## src/rtl/int_div_recon.sv

```systemverilog
// Multi-cycle reconstruct-and-check for the integer divider: a_out = yshang*b + yyushu
// via shift-add, plus a legality flag for the remainder (rem_ok = b != 0 && yyushu < b).
module int_div_recon #(
    parameter int unsigned WIDTH = 16
) (
    input  logic               clk,
    input  logic               rst,
    input  logic               start,
    input  logic [WIDTH-1:0]   yshang,
    input  logic [WIDTH-1:0]   b,
    input  logic [WIDTH-1:0]   yyushu,
    output logic               busy,
    output logic               done,
    output logic [2*WIDTH:0]   a_out,
    output logic               rem_ok
);

    localparam int unsigned PROD_W = 2 * WIDTH;
    localparam int unsigned ACC_W  = 2 * WIDTH + 1;
    localparam int unsigned CNT_W  = $clog2(WIDTH + 1);

    typedef enum logic [1:0] {
        S_IDLE = 2'd0,
        S_RUN  = 2'd1,
        S_DONE = 2'd2
    } state_t;

    state_t             r_state;
    logic [PROD_W-1:0]  r_mcand;
    logic [WIDTH-1:0]   r_mplier;
    logic [ACC_W-1:0]   r_acc;
    logic [CNT_W-1:0]   r_cnt;
    logic               r_rem_ok_next;

    logic [ACC_W-1:0]   w_addend;
    logic               w_last;
    logic               w_rem_ok;

    // The multiplicand is shifted in place, so it always equals b << cnt.
    assign w_addend = r_mplier[0] ? {1'b0, r_mcand} : '0;
    assign w_last   = (r_cnt == CNT_W'(WIDTH - 1));
    assign w_rem_ok = (b != '0) && (yyushu < b);

    // busy stays high through the cycle after done so a held start re-accepts every WIDTH+2 cycles.
    always_ff @(posedge clk) begin
        if (rst) begin
            r_state       <= S_IDLE;
            r_mcand       <= '0;
            r_mplier      <= '0;
            r_acc         <= '0;
            r_cnt         <= '0;
            r_rem_ok_next <= 1'b0;
            busy          <= 1'b0;
            done          <= 1'b0;
            a_out         <= '0;
            rem_ok        <= 1'b0;
        end else begin
            case (r_state)
                S_IDLE: begin
                    done <= 1'b0;
                    if (start) begin
                        r_mcand       <= PROD_W'(b);
                        r_mplier      <= yshang;
                        r_acc         <= ACC_W'(yyushu);
                        r_rem_ok_next <= w_rem_ok;
                        r_cnt         <= '0;
                        busy          <= 1'b1;
                        r_state       <= S_RUN;
                    end else begin
                        busy <= 1'b0;
                    end
                end
                S_RUN: begin
                    r_acc    <= r_acc + w_addend;
                    r_mplier <= r_mplier >> 1;
                    r_mcand  <= r_mcand << 1;
                    r_cnt    <= r_cnt + CNT_W'(1);
                    if (w_last) begin
                        r_state <= S_DONE;
                    end
                end
                S_DONE: begin
                    a_out   <= r_acc;
                    rem_ok  <= r_rem_ok_next;
                    done    <= 1'b1;
                    r_state <= S_IDLE;
                end
                default: begin
                    r_state <= S_IDLE;
                end
            endcase
        end
    end

endmodule
```

## config.mk

```make
export PLATFORM = sky130hd
export DESIGN_NAME = int_div_recon
export DESIGN_NICKNAME = d
export VERILOG_FILES = /design/src/rtl/int_div_recon.sv
export SDC_FILE = /design/constraint.sdc
export NUM_CORES = 1
export LEC_CHECK = 0
export CELL_PAD_IN_SITES_DETAIL_PLACEMENT = 1
export CELL_PAD_IN_SITES_GLOBAL_PLACEMENT = 1
export CORE_MARGIN = 1.5
export CORE_UTILIZATION = 38
export DETAILED_ROUTE_END_ITERATION = 6
export PLACE_DENSITY_LB_ADDON = 0.1
export REMOVE_ABC_BUFFERS = 1
export SLEW_MARGIN = 20
export SYNTH_ARGS = -nofsm -noshare
export SYNTH_HDL_FRONTEND = slang
export SYNTH_SLANG_ARGS = --single-unit
```

## constraint.sdc

```tcl
create_clock -name clk -period 2.6 [get_ports clk]
set_clock_uncertainty 0.15 [all_clocks]
set_input_delay 0.78 -clock clk [delete_from_list [all_inputs] [get_ports clk]]
set_output_delay 0.78 -clock clk [all_outputs]
set_load 0.01 [all_outputs]
```

==> results_dict.tcl, run 1 <==
set metrics [dict create \
    placed_area_sq_um 8970 \
    status "complete, but fails checks" \
    layout.nets 1193 \
    post-route-drc-count 0 \
    wl_per_cell_microns 20.0 \
    fin_util_pct 59.1 \
    dp.final_hpwl_microns 17500 \
    hold_viol_final 0 \
    grt_use_total_pct 27.6 \
    cp-end-kind "flip-flop" \
    setup_viol 24 \
    rsz0062_at_grt "true" \
    dp_cells 1276 \
    async_flop_share_pct 0 \
    cpMostUsedCell "buf_8" \
    synth_cell_types 62 \
    finalCriticalPeriod_ps 2870 \
    die-area_sq_um 19200 \
    grt.overflow.total 0 \
    cp-start-kind "flip-flop" \
    timing.fmax_ghz 0.348 \
    wl_microns 26600 \
    r2r-end "r_acc[14]" \
    cp_max_fo 7 \
    critPathArrivalTime_ps 3050 \
    layout_setup_ws_ps -273 \
    path_class "flip-flop to flip-flop" \
    hold_depth 2 \
    crit_cells 12 \
    wl_met3_microns 836 \
    clkSinkCount 125 \
    fill_cells 2074 \
    violations "setup timing" \
    grt_first_pass_wirelength_microns 42400 \
    wl_met1_microns 10700 \
    area_growth_pct 52.5 \
    io_buffers 86 \
    io_pins 87 \
    syn_area_sq_um 6990 \
    clk_latency_ps 430 \
    path_buf_inv 3 \
    route.met2.wl_microns 14200 \
    instances_no_fill 1333 \
    ys_seq_elements 125 \
    synth-seq-area-share_pct 35.8 \
    die_h_microns 139 \
    grt_max_degree 91 \
    r2r_start "r_mplier[0]" \
    numCtsBuffers 17 \
    drtAntennaViolNets 0 \
    tightest_slew_ps 474 \
    place_ws_ps -647 \
    hold_slack_ps 301 \
    viasPerCell 5.63 \
    p_per_area_nw_per_um2 504 \
    clk_pin_slew_ps 60 \
    ys_warn_count 0 \
    seq_area_sq_um 2510 \
    cts_buffer_depth 2 \
    slew_headroom_pct 68.3 \
    num_vias 7502 \
    power_mw 5.37 \
    synthCells 887 \
    finalCritPeriodShare_pct 110 \
    cts_hold_buffers 0 \
    path_cells "buf_8, buf_8, and2_4, ha_4, o211ai_4, o21ai_2, or4b_4, buf_6, nand3_4, xor2_1, nand2_1, a211oi_2" \
    cp.required_ps 2770 \
    cpPeakStageDelay_ps 540 \
    cts_tree "done" \
    core_sq_um 18000 \
    multi_input_area_sq_um 4980 \
    die_w_microns 139 \
    firstDrtPassIters 4 \
    stdcell_area_sq_um 10700 \
    drive_gt1_share_pct 28.5 \
    hold_path_class "flip-flop to flip-flop" \
    r2r_cells 12 \
    setup-tns-final_ps -4300 \
    cts-root-buf "clkbuf_16" \
    synth.avg_cell_area_sq_um 7.88 \
    peakVddDrop_mv 0.450 \
    cellLeakagePower_nw 4.27 \
    htreeDepth 4 \
    max_cap_violations 0 \
    crit_end "r_acc[14]" \
    path_delay_family "simple AND/OR/NAND/NOR gates" \
    num_antenna_cells 0 \
    start_util_pct 38.8 \
    synth_edf_count 0 \
    synthFlopType "dfxtp_1" \
    first_global_vias 8229 \
    drtIter0Drc 301 \
    drv_slew 0 \
    antenna_found_initial 1 \
    setup.worst_path.start "r_mplier[0]" \
    rrSetupSlack_ps -270 \
    num_rows 49 \
    cp_slowest_cell "or4b_4" \
    routed.top_layer "met5" \
    finalWeightedCongestion 0.873 \
]
[Yosys cell counts, types with 2 or more instances]
cell | instances | area [sq um]
a221o_1 | 3 | 30.0
nand3_1 | 12 | 60.1
o211ai_1 | 10 | 75.1
clkbuf_1 | 57 | 214
a21o_1 | 18 | 135
o31ai_1 | 3 | 22.5
a311oi_1 | 7 | 61.3
a311o_1 | 2 | 20.0
o21bai_1 | 2 | 15.0
and2_1 | 38 | 238
o31ai_2 | 2 | 25.0
a31oi_1 | 5 | 31.3
nor4_1 | 20 | 125
nand2_1 | 127 | 477
nor2_1 | 117 | 439
nand2b_1 | 9 | 56.3
a211oi_1 | 10 | 75.1
dfxtp_1 | 125 | 2500
nand4_1 | 9 | 56.3
a21oi_1 | 86 | 430
inv_1 | 26 | 97.6
a211o_1 | 2 | 17.5
nor3_1 | 4 | 20.0
o21ai_0 | 16 | 80.1
and3_1 | 6 | 37.5
xnor2_1 | 8 | 70.1
a2111oi_0 | 18 | 158
ha_1 | 49 | 613
o21ai_1 | 18 | 90.1
xor2_1 | 18 | 158
a22o_1 | 17 | 149
o21a_1 | 6 | 45.0
a22oi_1 | 3 | 22.5
nor2b_1 | 6 | 37.5
[area by class of cell]
cell class,instances,area share (%)
Inverter,26,0.916
Multi-Input combinational cell,679,46.7
Clock inverter,14,1.37
Tap cell,229,2.69
Sequential cell,125,23.5
Timing Repair Buffer,243,20.8
Clock buffer,17,3.99
[how the worst min path moves through the flow]
stage / end / slack (ps) / start
final: a_out[22] / 300 / a_out[22]
after global routing: a_out[15] / 330 / a_out[15]
after CTS: a_out[22] / 310 / a_out[22]
after detailed placement: a_out[22] / 300 / a_out[22]
after global placement: r_cnt[4] / 290 / r_cnt[4]
after floorplan: rem_ok / 270 / r_rem_ok_next
[flip-flops by register name, indices dropped and copies added (netlist names)]
name and cells:
rem_ok 1, a_out 33, r_acc 33, r_cnt 5, r_rem_ok_next 1, r_mplier 16
done 1, r_mcand 32, r_state 2, busy 1
[where the power goes]
part           internal, mW  leakage, nW  total [mW]  switching, mW
Sequential             2.00         1.02        2.07         0.0772
Clock                  1.41        0.269        2.38          0.977
Combinational         0.446         2.98       0.914          0.468
[placed cells by master, fill, tap and decap left out, types with 19 or more instances in the layout]
cell             count
a21oi_1             72
and2_1              19
buf_4              130
clkdlybuf4s50_1     85
dfxtp_1            124
ha_1                22
ha_4                26
inv_1               26
nand2_1            125
nor2_1             110
nor4_1              19
[repair_timing]
action,CTS,global route
resized for setup,145,25
setup endpoints to repair,27,27
pin swaps,83,72
setup buffers,23,12
gates cloned,1,0
[tightest hold or removal path, delay by kind of cell, from the launching register on]
family,cells,cell delay [ps]
flip-flops,1,300
AND/OR/NAND/NOR,1,50
AO/OA/AOI/OAI,1,50
[per-layer routing]
metal	global-route usage (%)	vias to the layer above
li1	-	3539
met3	4.94	59
met5	0	-
met2	52.1	179
met4	12.2	2
met1	30.0	3723
[kinds of logic (layout without fill, tap and decap cells)]
logic type | count (synthesis) | in the layout | share of synthesized area (%)
muxes | 2 | 2 | 0.304
buffers and inverters | 83 | 300 | 4.46
AOI/OAI and AO/OA | 245 | 245 | 23.9
xor gates and xnor gates | 26 | 26 | 3.26
DFF | 125 | 125 | 35.8
and+or+nand+nor | 356 | 356 | 23.2
adders and majority gates | 50 | 50 | 9.06
Note: power is estimated with default switching activity, not from simulation.
==> run 2, diff against run 1 <==
HOLD_SLACK_MARGIN = 0.03   (was default)
SKIP_CTS_REPAIR_TIMING = 1   (was default)
==> run 2 against run 1 <==
  * Sequential power barely moved
  * Combinational power down 2.8%
  * Utilization fell by 1.6 points
  * Largest cell class unchanged
  * Setup slack worse by 21 ps
  * Die area did not move
  * Critical path depth down 2
  * Sequential share of layout area up 0.65 points
  * The flow still finishes with violations (setup timing)
  * Clock power is essentially flat
  * Hold slack about the same
  * Highest routed layer unchanged
  * Non-clock buffer count down 15
  * Global-route usage shrank 2.7 points
==> results_dict.tcl, run 2 (synthesis results as in run 1) <==
set metrics [dict create \
    stdcell_area_sq_um 10400 \
    num_antenna_cells 0 \
    drtIter0Drc 308 \
    num_vias 7348 \
    num_rows 49 \
    hold_path_class "flip-flop to flip-flop" \
    reg_top3 "a_out x33, r_acc x33, r_mcand x32" \
    layout_setup_ws_ps -294 \
    die-area_sq_um 19200 \
    tightest_slew_ps 472 \
    max_cap_violations 0 \
    peakVddDrop_mv 0.454 \
    dp.final_hpwl_microns 17500 \
    slew_headroom_pct 68.5 \
    wl_per_cell_microns 19.3 \
    layout.nets 1178 \
    grt.overflow.total 0 \
    die_w_microns 139 \
    violations "setup timing" \
    wl_microns 25500 \
    cts_tree "done" \
    finalWeightedCongestion 0.873 \
    final_cell_mix "124 x nand2_1, 124 x dfxtp_1, 123 x buf_4" \
    numCtsBuffers 17 \
    critPathArrivalTime_ps 3090 \
    htreeDepth 4 \
    cp_max_fo 7 \
    fill_cells 2100 \
    area_growth_pct 48.4 \
    timing.fmax_ghz 0.346 \
    placed_area_sq_um 8970 \
    io_buffers 86 \
    rrSetupSlack_ps -290 \
    io_pins 87 \
    setup_viol 23 \
    firstDrtPassIters 4 \
    viasPerCell 5.58 \
    power_mw 5.34 \
    drv_slew 0 \
    antenna_found_initial 1 \
    clk_latency_ps 420 \
    rsz0062_at_grt "true" \
    grt_first_pass_wirelength_microns 38700 \
    finalCriticalPeriod_ps 2890 \
    hold_slack_ps 301 \
    cp-start-kind "flip-flop" \
    core_sq_um 18000 \
    finalCritPeriodShare_pct 111 \
    grt_max_degree 91 \
    status "complete, but fails checks" \
    drive_gt1_share_pct 26.0 \
    place_ws_ps -647 \
    post-route-drc-count 0 \
    cp.required_ps 2790 \
    clk_pin_slew_ps 60 \
    die_h_microns 139 \
    first_global_vias 7743 \
    fin_util_pct 57.5 \
    grt_use_total_pct 24.9 \
    cts-root-buf "clkbuf_16" \
    start_util_pct 38.8 \
    cts_buffer_depth 2 \
    cellLeakagePower_nw 4.16 \
    path_class "flip-flop to flip-flop" \
    p_per_area_nw_per_um2 515 \
    hold_viol_final 0 \
    cp-end-kind "flip-flop" \
    drtAntennaViolNets 0 \
    clkSinkCount 125 \
]
[run 2: worst max-delay path, cell delays in order, from the launching register on]
cell,delay [ps]
dfxtp_4,360
buf_8,140
buf_8,130
and2_1,160
ha_4,300
nand4_1,150
or4b_4,610
a31oi_4,230
o2111ai_2,190
and3_4,200
o31ai_4,170
[run 2: layer usage]
layer  track usage [%]  part of all wire, %  vias up
li1                  -                    -     3525
met1              28.1                   42     3653
met2              46.2                   53      126
met3              4.52                  2.8       42
met4              9.70                  2.2        2
met5                 0                0.043        -
[run 2: power breakdown]
part | total (mW) | switching [mW] | internal [mW]
Combinational | 0.888 | 0.452 | 0.436
Sequential | 2.07 | 0.0755 | 2.00
Clock | 2.38 | 0.970 | 1.41
Total | 5.34 | 1.50 | 3.84
[run 2: area by class of cell]
class	instances	area [sq um]	area share, %
well taps	229	287	2.76
clock buffers	17	425	4.10
repair buffers	228	2080	20.1
multi-input cells	679	4820	46.5
flip-flops and latches	125	2510	24.2
clock inverters	14	146	1.41
inverters	26	97.6	0.942
[run 2: path summary, 6_finish.rpt]
| kind | from | endpoint | cells past startpoint |
|---|---|---|---|
| worst max-delay path | r_mplier[0] | r_acc[20] | 10 |
| worst min-delay path | a_out[22] | a_out[22] | 2 |
| worst max register to register | r_mplier[0] | r_acc[20] | 10 |
| worst min register to register | a_out[22] | a_out[22] | 2 |
[run 2: through the flow]
step	std cells	setup TNS (ps)
6_report	1318	-3400
2_1_floorplan	830	-31310
3_3_place_gp	1276	-5540
5_1_grt	1318	-6240
3_5_place_dp	1276	-7350
4_1_cts	1307	-7810
